[config.mk]
export PLATFORM = sky130hd
export DESIGN_NAME = cordic_job_ctrl_flat
export DESIGN_NICKNAME = d
export VERILOG_FILES = /design/src/rtl/cordic_pkg.sv /design/src/rtl/cordic_job_ctrl_if.sv /design/src/rtl/cordic_job_ctrl.sv /design/src/flat_wrapper.sv
export SDC_FILE = /design/constraint.sdc
export NUM_CORES = 1
export LEC_CHECK = 0
export ABC_AREA = 0
export CAP_MARGIN = 40
export CORE_AREA = 2 2 164 166
export DETAILED_ROUTE_END_ITERATION = 16
export DIE_AREA = 0 0 166 168
export DONT_BUFFER_PORTS = 1
export GPL_ROUTABILITY_DRIVEN = 0
export GPL_TIMING_DRIVEN = 0
export PLACE_DENSITY = 0.51
export SYNTH_ARGS = -nofsm -noshare
export SYNTH_HDL_FRONTEND = slang
export SYNTH_SLANG_ARGS = --single-unit
export TNS_END_PERCENT = 5
[constraint.sdc]
create_clock -name clk -period 2.6 [get_ports clk]
set_input_delay 0.13 -clock clk [delete_from_list [all_inputs] [get_ports clk]]
set_output_delay 0.13 -clock clk [all_outputs]
set_load 0.01 [all_outputs]
[src/rtl/cordic_pkg.sv]
// cordic_pkg: mode encodings, fixed-point format and job-controller state encoding
package cordic_pkg;
    localparam logic [1:0] LINEAR        = 2'b00;
    localparam logic [1:0] CIRCULAR      = 2'b01;
    localparam logic [1:0] ILLEGAL_COORD = 2'b10;
    localparam logic [1:0] HYPERBOLIC    = 2'b11;
    localparam logic       ROTATION      = 1'b0;
    localparam logic       VECTORING     = 1'b1;
    localparam int         FRAC_BITS     = 16;
    typedef enum logic [1:0] {IDLE, LAUNCH, WAIT, HOLD} state_t;
endpackage

[src/rtl/cordic_job_ctrl_if.sv]
// cordic_job_ctrl_if: request, core and response channels of the cordic job controller
interface cordic_job_ctrl_if #(
    parameter int WIDTH     = 32,
    parameter int CNT_WIDTH = 16
);
    logic                 req_valid, req_ready, req_mode_op;
    logic [1:0]           req_mode_coord;
    logic [WIDTH-1:0]     req_x, req_y, req_z;
    logic                 cor_enable, cor_mode_op, cor_valid;
    logic [1:0]           cor_mode_coord;
    logic [WIDTH-1:0]     cor_x_in, cor_y_in, cor_z_in;
    logic [WIDTH-1:0]     cor_x_out, cor_y_out, cor_z_out;
    logic                 rsp_valid, rsp_ready, rsp_error, rsp_timeout;
    logic [WIDTH-1:0]     rsp_x, rsp_y, rsp_z;
    logic [CNT_WIDTH-1:0] jobs_done;
    modport master (
        input  req_valid, req_mode_op, req_mode_coord, req_x, req_y, req_z,
        input  cor_x_out, cor_y_out, cor_z_out, cor_valid, rsp_ready,
        output req_ready, cor_enable, cor_mode_op, cor_mode_coord, cor_x_in, cor_y_in, cor_z_in,
        output rsp_valid, rsp_x, rsp_y, rsp_z, rsp_error, rsp_timeout, jobs_done
    );
    modport slave (
        output req_valid, req_mode_op, req_mode_coord, req_x, req_y, req_z,
        output cor_x_out, cor_y_out, cor_z_out, cor_valid, rsp_ready,
        input  req_ready, cor_enable, cor_mode_op, cor_mode_coord, cor_x_in, cor_y_in, cor_z_in,
        input  rsp_valid, rsp_x, rsp_y, rsp_z, rsp_error, rsp_timeout, jobs_done
    );
endinterface

[src/rtl/cordic_job_ctrl.sv]
// cordic_job_ctrl: launches one cordic job at a time, captures its result, and guards
// against illegal modes and a core that never completes
module cordic_job_ctrl
    import cordic_pkg::*;
#(
    parameter int WIDTH          = 32,
    parameter int TIMEOUT_CYCLES = 64,
    parameter int CNT_WIDTH      = 16
) (
    input  logic clk,
    input  logic rst,
    cordic_job_ctrl_if.master bus
);
    localparam int            TW   = $clog2(TIMEOUT_CYCLES + 1);
    localparam logic [TW-1:0] LAST = TW'(TIMEOUT_CYCLES - 1);
    state_t               state_q, state_d;
    logic                 op_q, op_d, err_q, err_d, tmo_q, tmo_d, valid_q, valid_d;
    logic [1:0]           coord_q, coord_d;
    logic [WIDTH-1:0]     x_q, x_d, y_q, y_d, z_q, z_d;
    logic [WIDTH-1:0]     rx_q, rx_d, ry_q, ry_d, rz_q, rz_d;
    logic [TW-1:0]        cnt_q, cnt_d;
    logic [CNT_WIDTH-1:0] jobs_q, jobs_d;
    logic                 done;
    // only a rising edge of cor_valid completes, so a level left high by the last job is ignored
    assign done    = bus.cor_valid && !valid_q;
    assign valid_d = bus.cor_valid;
    always_comb begin
        state_d = state_q;
        op_d    = op_q;
        coord_d = coord_q;
        x_d     = x_q;
        y_d     = y_q;
        z_d     = z_q;
        rx_d    = rx_q;
        ry_d    = ry_q;
        rz_d    = rz_q;
        err_d   = err_q;
        tmo_d   = tmo_q;
        cnt_d   = cnt_q;
        jobs_d  = jobs_q;
        case (state_q)
            IDLE: if (bus.req_valid) begin
                op_d    = bus.req_mode_op;
                coord_d = bus.req_mode_coord;
                x_d     = bus.req_x;
                y_d     = bus.req_y;
                z_d     = bus.req_z;
                if (bus.req_mode_coord == ILLEGAL_COORD) begin
                    {rx_d, ry_d, rz_d} = '0;
                    err_d   = 1'b1;
                    state_d = HOLD;
                end else state_d = LAUNCH;
            end
            LAUNCH: begin
                cnt_d   = '0;
                state_d = WAIT;
            end
            WAIT: if (done) begin
                {rx_d, ry_d, rz_d} = {bus.cor_x_out, bus.cor_y_out, bus.cor_z_out};
                state_d = HOLD;
            end else if (cnt_q == LAST) begin
                {rx_d, ry_d, rz_d} = '0;
                tmo_d   = 1'b1;
                state_d = HOLD;
            end else cnt_d = cnt_q + 1'b1;
            HOLD: if (bus.rsp_ready) begin
                jobs_d  = (err_q || tmo_q) ? jobs_q : jobs_q + 1'b1;
                err_d   = 1'b0;
                tmo_d   = 1'b0;
                state_d = IDLE;
            end
            default: state_d = IDLE;
        endcase
    end
    always_ff @(posedge clk) begin
        if (!rst) begin
            state_q <= IDLE;
            {op_q, coord_q, x_q, y_q, z_q} <= '0;
            {rx_q, ry_q, rz_q} <= '0;
            {err_q, tmo_q, valid_q} <= '0;
            cnt_q   <= '0;
            jobs_q  <= '0;
        end else begin
            state_q <= state_d;
            {op_q, coord_q, x_q, y_q, z_q} <= {op_d, coord_d, x_d, y_d, z_d};
            {rx_q, ry_q, rz_q} <= {rx_d, ry_d, rz_d};
            {err_q, tmo_q, valid_q} <= {err_d, tmo_d, valid_d};
            cnt_q   <= cnt_d;
            jobs_q  <= jobs_d;
        end
    end
    assign bus.req_ready      = state_q == IDLE;
    assign bus.cor_enable     = state_q == LAUNCH;
    assign bus.rsp_valid      = state_q == HOLD;
    assign bus.cor_mode_op    = op_q;
    assign bus.cor_mode_coord = coord_q;
    assign bus.cor_x_in       = x_q;
    assign bus.cor_y_in       = y_q;
    assign bus.cor_z_in       = z_q;
    assign bus.rsp_x          = rx_q;
    assign bus.rsp_y          = ry_q;
    assign bus.rsp_z          = rz_q;
    assign bus.rsp_error      = err_q;
    assign bus.rsp_timeout    = tmo_q;
    assign bus.jobs_done      = jobs_q;
endmodule

[src/flat_wrapper.sv]
// flat-port wrapper written by rule: the top's interface ports become plain ports
module cordic_job_ctrl_flat import cordic_pkg::*;
#(
    parameter int WIDTH          = 32,
    parameter int TIMEOUT_CYCLES = 64,
    parameter int CNT_WIDTH      = 16
)
  (clk, rst, bus_req_valid, bus_req_mode_op, bus_req_mode_coord, bus_req_x, bus_req_y, bus_req_z, bus_cor_x_out, bus_cor_y_out, bus_cor_z_out, bus_cor_valid, bus_rsp_ready, bus_req_ready, bus_cor_enable, bus_cor_mode_op, bus_cor_mode_coord, bus_cor_x_in, bus_cor_y_in, bus_cor_z_in, bus_rsp_valid, bus_rsp_x, bus_rsp_y, bus_rsp_z, bus_rsp_error, bus_rsp_timeout, bus_jobs_done);
  cordic_job_ctrl_if #(.WIDTH(WIDTH), .CNT_WIDTH(CNT_WIDTH)) bus_i ();
  input  logic clk;
  input  logic rst;
  input wire logic [$bits(bus_i.req_valid)-1:0] bus_req_valid;
  input wire logic [$bits(bus_i.req_mode_op)-1:0] bus_req_mode_op;
  input wire logic [$bits(bus_i.req_mode_coord)-1:0] bus_req_mode_coord;
  input wire logic [$bits(bus_i.req_x)-1:0] bus_req_x;
  input wire logic [$bits(bus_i.req_y)-1:0] bus_req_y;
  input wire logic [$bits(bus_i.req_z)-1:0] bus_req_z;
  input wire logic [$bits(bus_i.cor_x_out)-1:0] bus_cor_x_out;
  input wire logic [$bits(bus_i.cor_y_out)-1:0] bus_cor_y_out;
  input wire logic [$bits(bus_i.cor_z_out)-1:0] bus_cor_z_out;
  input wire logic [$bits(bus_i.cor_valid)-1:0] bus_cor_valid;
  input wire logic [$bits(bus_i.rsp_ready)-1:0] bus_rsp_ready;
  output wire logic [$bits(bus_i.req_ready)-1:0] bus_req_ready;
  output wire logic [$bits(bus_i.cor_enable)-1:0] bus_cor_enable;
  output wire logic [$bits(bus_i.cor_mode_op)-1:0] bus_cor_mode_op;
  output wire logic [$bits(bus_i.cor_mode_coord)-1:0] bus_cor_mode_coord;
  output wire logic [$bits(bus_i.cor_x_in)-1:0] bus_cor_x_in;
  output wire logic [$bits(bus_i.cor_y_in)-1:0] bus_cor_y_in;
  output wire logic [$bits(bus_i.cor_z_in)-1:0] bus_cor_z_in;
  output wire logic [$bits(bus_i.rsp_valid)-1:0] bus_rsp_valid;
  output wire logic [$bits(bus_i.rsp_x)-1:0] bus_rsp_x;
  output wire logic [$bits(bus_i.rsp_y)-1:0] bus_rsp_y;
  output wire logic [$bits(bus_i.rsp_z)-1:0] bus_rsp_z;
  output wire logic [$bits(bus_i.rsp_error)-1:0] bus_rsp_error;
  output wire logic [$bits(bus_i.rsp_timeout)-1:0] bus_rsp_timeout;
  output wire logic [$bits(bus_i.jobs_done)-1:0] bus_jobs_done;
  assign bus_i.req_valid = bus_req_valid;
  assign bus_i.req_mode_op = bus_req_mode_op;
  assign bus_i.req_mode_coord = bus_req_mode_coord;
  assign bus_i.req_x = bus_req_x;
  assign bus_i.req_y = bus_req_y;
  assign bus_i.req_z = bus_req_z;
  assign bus_i.cor_x_out = bus_cor_x_out;
  assign bus_i.cor_y_out = bus_cor_y_out;
  assign bus_i.cor_z_out = bus_cor_z_out;
  assign bus_i.cor_valid = bus_cor_valid;
  assign bus_i.rsp_ready = bus_rsp_ready;
  assign bus_req_ready = bus_i.req_ready;
  assign bus_cor_enable = bus_i.cor_enable;
  assign bus_cor_mode_op = bus_i.cor_mode_op;
  assign bus_cor_mode_coord = bus_i.cor_mode_coord;
  assign bus_cor_x_in = bus_i.cor_x_in;
  assign bus_cor_y_in = bus_i.cor_y_in;
  assign bus_cor_z_in = bus_i.cor_z_in;
  assign bus_rsp_valid = bus_i.rsp_valid;
  assign bus_rsp_x = bus_i.rsp_x;
  assign bus_rsp_y = bus_i.rsp_y;
  assign bus_rsp_z = bus_i.rsp_z;
  assign bus_rsp_error = bus_i.rsp_error;
  assign bus_rsp_timeout = bus_i.rsp_timeout;
  assign bus_jobs_done = bus_i.jobs_done;
  cordic_job_ctrl #(.WIDTH(WIDTH), .TIMEOUT_CYCLES(TIMEOUT_CYCLES), .CNT_WIDTH(CNT_WIDTH)) u_core (.clk(clk), .rst(rst), .bus(bus_i));
endmodule
==> results.ini, run 1 <==
[sta]
hold_violations = 0
worst_pin_slew_ns = 0.822
setup_viol = 0
period_share_pct = 86.8
clock_skew_ns = 0.00951
slew_violations = 0
relSlewSlack_pct = 45.2
rsz0062_at_grt = false
setup_slack_ns = 0.343
setup_tns_ns = 0
fmax_mhz = 443
post-route-min-period_ns = 2.26

[synthesis]
synth_nets = 1012
synth_common_cells = 223 x dfxtp_1, 215 x nand2_1, 109 x a21oi_1, 96 x a22o_1, 31 x clkbuf_1
postSynth.asyncResetShare_pct = 0
synth.top_cell.area_share_pct = 58.0
synth_ff_type = dfxtp_1
synth_edf_count = 0
yosys_warnings = 0
synth.area.top_cells = dfxtp_1 58%, a22o_1 11%, nand2_1 10%
syn_area_um2 = 7690
ys_seq_elements = 223
yosysTopAreaCell = dfxtp_1
postSynthAreaPerCell_um2 = 9.55
synth_cell_type_count = 43
netlist_instances = 806
synth_seq_area_share_pct = 58.0
post-synth-top-count-cell = dfxtp_1

[setup_path]
r2r_cells = 8
worst_ep_required_time_ns = 3.04
r2r-end = u_core.bus.cor_z_in[26]
criticalPathCategory = reg -> reg
end_kind = flop
reg2reg_slack_ns = 0.34
path_max_fanout = 10
critPathLaunchType = flop
cp_data_arrival_time_ns = 2.70
r2r_start = u_core.state_q[0]

[place]
pre_cts_ws_ns = 0.0944
dp_hpwl_um = 18200
portBuffers = 0

[global_route]
antenna_found_initial = 1
grt_overflow = 0
grt_max_degree = 14
track_usage_pct = 17.8
first_global_vias = 6714
grt_pass1_wl_um = 39700

[cells_and_area]
fillCellCount = 2522
synthToLayoutAreaGrowth_pct = 41.6
drive_gt1_share_pct = 7.14
nets = 1238
diodes = 0

[detailed_routing]
viasPerCell = 4.86
drt_iter0_drc = 331
first_pass_iters = 7
drc = 0
wl_um = 26600
ant_nets = 0
num_vias = 6763
drt-wirelength-per-cell_um = 19.1

[clocking]
path_clk_slew_ns = 0.06
cts_setup_buffers = 0
insertion_delay_ns = 0.51
cts.htree.levels = 1
cts_root_buf = clkbuf_16
cts_tree = built
cts_sinks = 223
cts_made_buffers = 25
cts_max_path_buffers = 3

[run]
maxCapViolations = 0

[floorplanning]
coreArea_um2 = 26400
dieArea_um2 = 27900
rows = 60
ios = 416
initial_utilization_pct = 29.2
die_height_um = 168
die_w_um = 166

[pwr]
switching_share_pct = 30.7
power_switching_w = 0.00277
p_per_area_nw_per_um2 = 830
ir_worst_vdd_uv = 553
p_leak_nw = 4.13
clkPwrFrac_pct = 37.3
internal_power_w = 0.00627
pwr-share-seq_pct = 45.7
p_comb_share_pct = 17.0

[worst_hold_path]
worstHoldEndpoint = u_core.bus.jobs_done[15]
hold_depth = 3
min-delay-start = rst
min_path_type = in -> reg

[status]
status = finished clean

-- through the flow --
stage	instance area (µm²)	hold slack [ns]	util, %	instances	power, W
global placement	8120	0.254	30.8	1147	0.00548
finish	10900	0.0274	41.4	1391	0.00904
floorplan	7690	0.252	-	806	0.00505
detailed placement	8120	0.257	30.8	1147	0.00550
global route	10900	0.0294	41.4	1391	0.00947
CTS	10900	0.00768	41.3	1391	0.00912
-- flip-flops by register name, indices dropped and copies added (netlist names), 7 cells and up --
signal and count:
u_core.bus.cor_z_in 32, u_core.bus.cor_x_in 32, u_core.cnt_q 7, u_core.bus.cor_y_in 32
u_core.bus.rsp_y 32, u_core.bus.jobs_done 16, u_core.bus.rsp_z 32, u_core.bus.rsp_x 32
-- layout by cell type (no fill, tap or decap), drive strengths merged, types with 6 or more instances in the layout --
cell type and count:
xnor2 7, a22o 96, ha 6, nand2 215, nor2 11, dfxtp 223, inv 8, buf 27
a21oi 110, nor3 8, dlygate4sd3 199, clkbuf 67, nand3 10, clkinv 6
-- how the worst max path moves through the flow --
stage	slack, ns	end	start	depth (start not counted)
after floorplan	0.81	u_core.bus.rsp_x[23]	u_core.state_q[0]	8
after global placement	0.13	u_core.bus.cor_z_in[24]	u_core.state_q[0]	8
after detailed placement	0.09	u_core.bus.cor_z_in[27]	u_core.state_q[0]	8
after CTS	0.07	u_core.bus.cor_z_in[28]	u_core.state_q[0]	8
after global routing	0.13	u_core.bus.cor_z_in[28]	u_core.state_q[0]	8
final	0.34	u_core.bus.cor_z_in[26]	u_core.state_q[0]	8
-- kinds of logic after synthesis --
| group | after synthesis | share of synthesized area, % |
|---|---|---|
| AND/OR/NAND/NOR | 273 | 15.0 |
| multiplexers | 4 | 0.520 |
| AO/OA/AOI/OAI | 225 | 20.1 |
| XOR/XNOR | 10 | 1.14 |
| adder cells (fa/ha/maj) | 6 | 0.976 |
| flip-flops | 223 | 58.0 |
| buffers and inverters | 65 | 4.18 |
-- layer usage --
| metal | vias to the layer above | share of wire, % | wire [µm] | track usage [%] |
|---|---|---|---|---|
| met3 | 48 | 9.3 | 2480 | 6.58 |
| met2 | 318 | 50 | 13200 | 32.3 |
| met5 | - | 0.060 | 16 | 0 |
| met1 | 3143 | 38 | 10200 | 19.5 |
| met4 | 2 | 2.8 | 733 | 4.99 |
| li1 | 3252 | - | - | - |
-- power by group through the flow --
stage | Clock [W] | Sequential [W] | Combinational [W]
finish | 0.00337 | 0.00413 | 0.00154
floorplan | 0 | 0.00410 | 0.000942
global placement | 0 | 0.00421 | 0.00127
detailed placement | 0 | 0.00421 | 0.00129
global route | 0.00358 | 0.00417 | 0.00172
CTS | 0.00344 | 0.00414 | 0.00154
-- worst max-delay path: stages, from the launching register on --
cell and delay [ns]:
dfxtp_1 0.39, inv_1 0.08, ha_1 0.27, buf_2 0.20
nand2_2 0.24, buf_2 0.37, clkbuf_1 0.39, nand2_1 0.09
a21oi_1 0.15
-- repair_timing --
item,4_1_cts,5_1_grt
hold endpoints to repair,201,0
resized for setup,0,1
setup endpoints to repair,0,10
hold buffers,199,0
-- final cells by class --
class	count	area, µm²	area share [%]
Buffer	58	295	2.71
Clock buffer	36	727	6.67
Clock inverter	9	53.8	0.494
Inverter	7	26.3	0.241
Multi-Input combinational cell	518	2910	26.7
Sequential cell	223	4460	41.0
Tap cell	341	427	3.92
Timing Repair Buffer	199	1990	18.3
Note: power is estimated with default switching activity, not from simulation.
==> run 2, diff against run 1 <==
- ABC_AREA: 0 -> 1
- CORE_AREA: 2 2 164 166 -> 2 2 160 162
- DIE_AREA: 0 0 166 168 -> 0 0 162 164
- PLACE_DENSITY: 0.51 -> 0.56
==> results.ini, run 2 <==
[floorplanning]
initial_utilization_pct = 33.8
die_w_um = 162
rows = 58
coreArea_um2 = 24800
die_height_um = 164
ios = 416
dieArea_um2 = 26600

[synthesis]
synth.area.top_cells = dfxtp_1 53%, nor2_1 16%, o21ai_0 11%
ys_seq_elements = 223
post-synth-top-count-cell = nor2_1
synth.top_cell.area_share_pct = 53.2
postSynthAreaPerCell_um2 = 7.58
synth_edf_count = 0
synth_nets = 1312
synth_seq_area_share_pct = 53.2
yosys_warnings = 0
yosysTopAreaCell = dfxtp_1
synth_cell_type_count = 31
syn_area_um2 = 8390
postSynth.asyncResetShare_pct = 0
netlist_instances = 1106
synth_common_cells = 354 x nor2_1, 223 x dfxtp_1, 177 x o21ai_0, 102 x a21oi_1, 53 x inv_1
synth_ff_type = dfxtp_1

[detailed_routing]
drt-wirelength-per-cell_um = 18.1
drc = 0
num_vias = 8227
wl_um = 30400
first_pass_iters = 5
drt_iter0_drc = 603
ant_nets = 0
viasPerCell = 4.91

[cells_and_area]
layout_commonest_cell = nor2_1
final_cell_mix = 354 x nor2_1, 223 x dfxtp_1, 197 x dlygate4sd3_1
nets = 1536
synthToLayoutAreaGrowth_pct = 38.1
diodes = 0
final_cells = 1676
drive_gt1_share_pct = 5.20

[sta]
rsz0062_at_grt = false
clock_skew_ns = 0.0114
worst_pin_slew_ns = 0.681
hold_violations = 0
period_share_pct = 88.7
setup_viol = 0
setup_tns_ns = 0
slew_violations = 0
relSlewSlack_pct = 54.6
fmax_mhz = 434
post-route-min-period_ns = 2.31

[pwr]
p_per_area_nw_per_um2 = 1200
p_comb_share_pct = 30.3
internal_power_w = 0.00825
switching_share_pct = 40.5
p_total_w = 0.0139
p_leak_nw = 4.77
pwr-share-seq_pct = 44.7
clkPwrFrac_pct = 25.0
power_switching_w = 0.00562
ir_worst_vdd_uv = 802

[setup_path]
cp_data_arrival_time_ns = 2.69
slowest_delay_ns = 0.45
criticalPathCategory = reg -> reg
worst_ep_required_time_ns = 2.98
crit_chain = inv_1 > ha_1 > nand2_2 > clkbuf_2 > clkbuf_1 > o21ai_0 > nor2_1
critPathLaunchType = flop
critPathTopFamily = buffers and inverters
end_kind = flop
path_max_fanout = 10
cpMaxStageDelayCell = ha_1
path_buf_inv = 3

[global_route]
track_usage_pct = 21.2
first_global_vias = 8076
grt_overflow = 0
grt_max_degree = 13
grt_pass1_wl_um = 44600
antenna_found_initial = 0

[clocking]
path_clk_slew_ns = 0.06
cts_sinks = 223
cts_made_buffers = 25
cts_tree = built
cts_max_path_buffers = 3
insertion_delay_ns = 0.51
cts_root_buf = clkbuf_16
cts.htree.levels = 1

[run]
maxCapViolations = 0

[status]
status = finished clean

[place]
portBuffers = 0
dp_hpwl_um = 21300
placed_cells = 1436

[worst_hold_path]
min_path_type = in -> reg

==> run 2: cell count changes in the layout (fill, tap and decap cells not counted), sizes merged, moves of 4 or more <==
cell    previous run  this run
nand2b             5         0
clkbuf            67        89
nor2              11       355
nand3             10        16
a22o              96         0
nand2            215        53
mux2i              4         0
clkinv             6         2
o21ai              4       204
xnor2              7         0
inv                8        57
buf               27        23
nor3               8         2
a21oi            110       102
==> run 2: power by group through the flow <==
stage               registers, W  logic (W)  clock network [W]
global placement         0.00626    0.00377                  0
detailed placement       0.00625    0.00386                  0
global route             0.00632    0.00478            0.00368
finish                   0.00620    0.00420            0.00347
floorplan                0.00582    0.00296                  0
CTS                      0.00619    0.00412            0.00354
==> run 2: worst paths after layout <==
kind | to | slack (ns) | depth (start not counted) | from
hold reg to reg | u_core.cnt_q[6] | 0.47 | 2 | u_core.cnt_q[6]
hold / removal | u_core.bus.rsp_error | 0.03 | 6 | bus_req_mode_coord[1]
setup reg to reg | u_core.bus.cor_z_in[20] | 0.29 | 7 | u_core.state_q[0]
setup / recovery | u_core.bus.cor_z_in[20] | 0.29 | 7 | u_core.state_q[0]
==> run 2: worst reg2reg max path, delay by kind of cell (launching register included) <==
family | cells | cell delay, ns
buffers and inverters | 3 | 0.69
DFF | 1 | 0.33
and+or+nand+nor | 2 | 0.36
AOI/OAI and AO/OA | 1 | 0.35
adders and majority gates | 1 | 0.45
==> run 2: area by class of cell <==
class | count | area, µm²
clock inverter | 5 | 55.1
inverter | 57 | 216
clock buffer | 38 | 754
timing repair buffer | 197 | 1970
fill | 2385 | 13200
buffer | 74 | 349
sequential | 223 | 4460
tap | 330 | 413
multi-input combinational | 752 | 3360
==> run 2: metrics by stage <==
| step | hold slack (ns) | util (%) | cell area, µm² | worst slack (ns) |
|---|---|---|---|---|
| detailed placement | 0.232 | 35.5 | 8800 | 0.0575 |
| global route | 0.0577 | 46.7 | 11600 | 0.106 |
| global placement | 0.232 | 35.5 | 8800 | 0.112 |
| CTS | 0.0280 | 46.7 | 11600 | 0.116 |
| floorplan | 0.223 | - | 8390 | 0.877 |
| finish | 0.0343 | 46.7 | 11600 | 0.294 |
==> run 2: repair_timing <==
| item | 4_1_cts | 5_1_grt |
|---|---|---|
| endpoints found under the setup margin | 1 | 6 |
| buffers inserted | 0 | 0 |
| pin swaps | 0 | 0 |
| hold buffers | 197 | 0 |
| gates resized for setup | 1 | 1 |
| endpoints found under the hold margin | 205 | 0 |
==> run 2: cell families after synthesis <==
group,count (synthesis),share of synthesized area [%]
buffers and inverters,131,6.73
and+or+nand+nor,434,20.3
AOI/OAI and AO/OA,311,18.7
DFF,223,53.2
xor gates and xnor gates,1,0.104
adders and majority gates,6,0.895
==> run 2: metal layers <==
metal / GRT usage (%) / vias up / part of all wire (%)
met2: 37.9 / 358 / 49
met4: 8.05 / 0 / 3.3
li1: - / 4031 / -
met1: 23.9 / 3778 / 38
met5: 0 / - / 0
met3: 6.36 / 60 / 9.0
==> run 3, diff against run 2 <==
- PLACE_DENSITY: 0.56 -> 0.57
- clock period: 2.6 -> 1.9 ns (I/O delays scaled with it)
==> results.ini, run 3 (synthesis gave the netlist of run 2 again) <==
[floorplanning]
coreArea_um2 = 24800
dieArea_um2 = 26600
die_w_um = 162
die_height_um = 164
rows = 58
initial_utilization_pct = 33.8
ios = 416

[worst_hold_path]
hold_depth = 6
min-delay-start = bus_req_valid
min_path_type = in -> reg
worstHoldEndpoint = u_core.state_q[0]

[cells_and_area]
diodes = 0
synthToLayoutAreaGrowth_pct = 39.6
final_cell_mix = 350 x nor2_1, 221 x dfxtp_1, 197 x dlygate4sd3_1
final_area_um2 = 11700
nets = 1541
final_cells = 1676
fillCellCount = 2376
layout_commonest_cell = nor2_1
drive_gt1_share_pct = 7.95

[global_route]
antenna_found_initial = 0
grt_pass1_wl_um = 45300
grt_overflow = 0
grt_max_degree = 13
track_usage_pct = 21.3
first_global_vias = 8316

[sta]
rsz0062_at_grt = true
hold_violations = 0
worst_pin_slew_ns = 0.774
setup_viol = 0
post-route-min-period_ns = 1.85
slew_violations = 0
fmax_mhz = 541
relSlewSlack_pct = 48.4
period_share_pct = 97.2
clock_skew_ns = 0.00941

[setup_path]
r2r-end = u_core.bus.rsp_y[4]
path_buf_inv = 5
cp_data_arrival_time_ns = 2.25
cpMaxStageDelayCell = dfxtp_4
r2r_cells = 12
crit_chain = inv_4 > ha_4 > inv_2 > or2_4 > nand2_2 > nor2_4 > nand2_4 > inv_4 > buf_8 > buf_6 > o21ai_1 > nor2_1
path_max_fanout = 10
critPathLaunchType = flop
worst_ep_required_time_ns = 2.30
slowest_delay_ns = 0.36
criticalPathCategory = reg -> reg
r2r_start = u_core.state_q[1]
crit_top_cell = inv_4
end_kind = flop
critPathTopFamily = simple AND/OR/NAND/NOR gates
reg2reg_slack_ns = 0.05

[detailed_routing]
num_vias = 8362
drt-wirelength-per-cell_um = 18.1
first_pass_iters = 5
drc = 0
drt_iter0_drc = 466
ant_nets = 0
wl_um = 30400
viasPerCell = 4.99

[clocking]
cts_sinks = 223
cts_max_path_buffers = 3
cts_root_buf = clkbuf_16
cts_tree = built
insertion_delay_ns = 0.51
path_clk_slew_ns = 0.06
cts_made_buffers = 25
cts.htree.levels = 1

[run]
maxCapViolations = 0

[pwr]
ir_worst_vdd_uv = 1070
p_leak_nw = 4.83
p_per_area_nw_per_um2 = 1640
p_total_w = 0.0193

[place]
place_area_um2 = 8800
placed_cells = 1436
dp_hpwl_um = 21200
portBuffers = 0

[status]
status = finished clean

[run 3: changes by cell type in the layout (fill, tap and decap cells not counted), moves of 3 or more]
cell / before / now
buf_4: 2 / 6
clkbuf_1: 54 / 42
clkbuf_2: 2 / 15
clkbuf_4: 0 / 3
clkbuf_8: 8 / 2
inv_4: 1 / 4
nor2_1: 354 / 350
o21ai_0: 177 / 166
o21ai_1: 27 / 30
o21ai_2: 0 / 8
[run 3: metal layers]
metal	global-route usage [%]	wire (µm)
met1	24.0	11700
met2	38.7	15200
met3	5.68	2600
met4	7.72	857
met5	0	0
[run 3: cell type report]
type                            instances  area [µm²]  area share [%]
Sequential cell                       223        4470            38.2
Tap cell                              330         413            3.53
Clock inverter                          4        51.3           0.438
Timing Repair Buffer                  202        2040            17.4
Inverter                               57         224            1.91
Clock buffer                           34         679            5.80
Buffer                                 74         393            3.36
Multi-Input combinational cell        752        3440            29.4
[run 3: worst max path at each step]
| stage | startpoint | endpoint | slack [ns] | cells past startpoint |
|---|---|---|---|---|
| 2_1_floorplan | u_core.state_q[0] | u_core.bus.rsp_y[10] | 0.18 | 12 |
| 6_report | u_core.state_q[1] | u_core.bus.rsp_y[4] | 0.05 | 12 |
| 3_5_place_dp | u_core.state_q[1] | u_core.bus.cor_z_in[20] | -0.58 | 7 |
| 3_3_place_gp | u_core.state_q[0] | u_core.bus.cor_z_in[20] | -0.51 | 7 |
| 4_1_cts | u_core.state_q[0] | u_core.bus.rsp_y[6] | -0.03 | 12 |
| 5_1_grt | u_core.state_q[0] | u_core.bus.rsp_y[6] | -0.05 | 12 |
[run 3: timing repair]
| action | in CTS | in global routing |
|---|---|---|
| endpoints found under the hold margin | 205 | 0 |
| cloned | 0 | 1 |
| buffers inserted | 0 | 4 |
| pin swaps | 2 | 6 |
| hold buffers | 197 | 0 |
| resized for setup | 24 | 47 |
| setup endpoints to repair | 197 | 180 |
[run 3: report_power, final]
group | switching [W] | total (W) | internal, W
clock network | 0.00188 | 0.00448 | 0.00261
registers | 0.00217 | 0.00854 | 0.00637
logic | 0.00381 | 0.00623 | 0.00243
total | 0.00785 | 0.0193 | 0.0114
[run 3: per-stage QoR]
| stage | utilization [%] | worst slack, ns | hold WS [ns] | setup TNS, ns |
|---|---|---|---|---|
| 2_1_floorplan | - | 0.177 | 0.188 | 0 |
| 3_3_place_gp | 35.5 | -0.511 | 0.195 | -47.20 |
| 3_5_place_dp | 35.5 | -0.585 | 0.196 | -53.21 |
| 4_1_cts | 46.5 | -0.0300 | 0.0384 | -0.0694 |
| 5_1_grt | 47.2 | -0.0451 | 0.0735 | -0.447 |
| 6_report | 47.2 | 0.0527 | 0.0364 | 0 |
[run 3: worst min-delay path, stage by stage]
cell     delay, ns
or2_4         0.10
o21ai_0       0.07
inv_1         0.07
nand3_1       0.07
nand2_1       0.06
a21oi_1       0.03
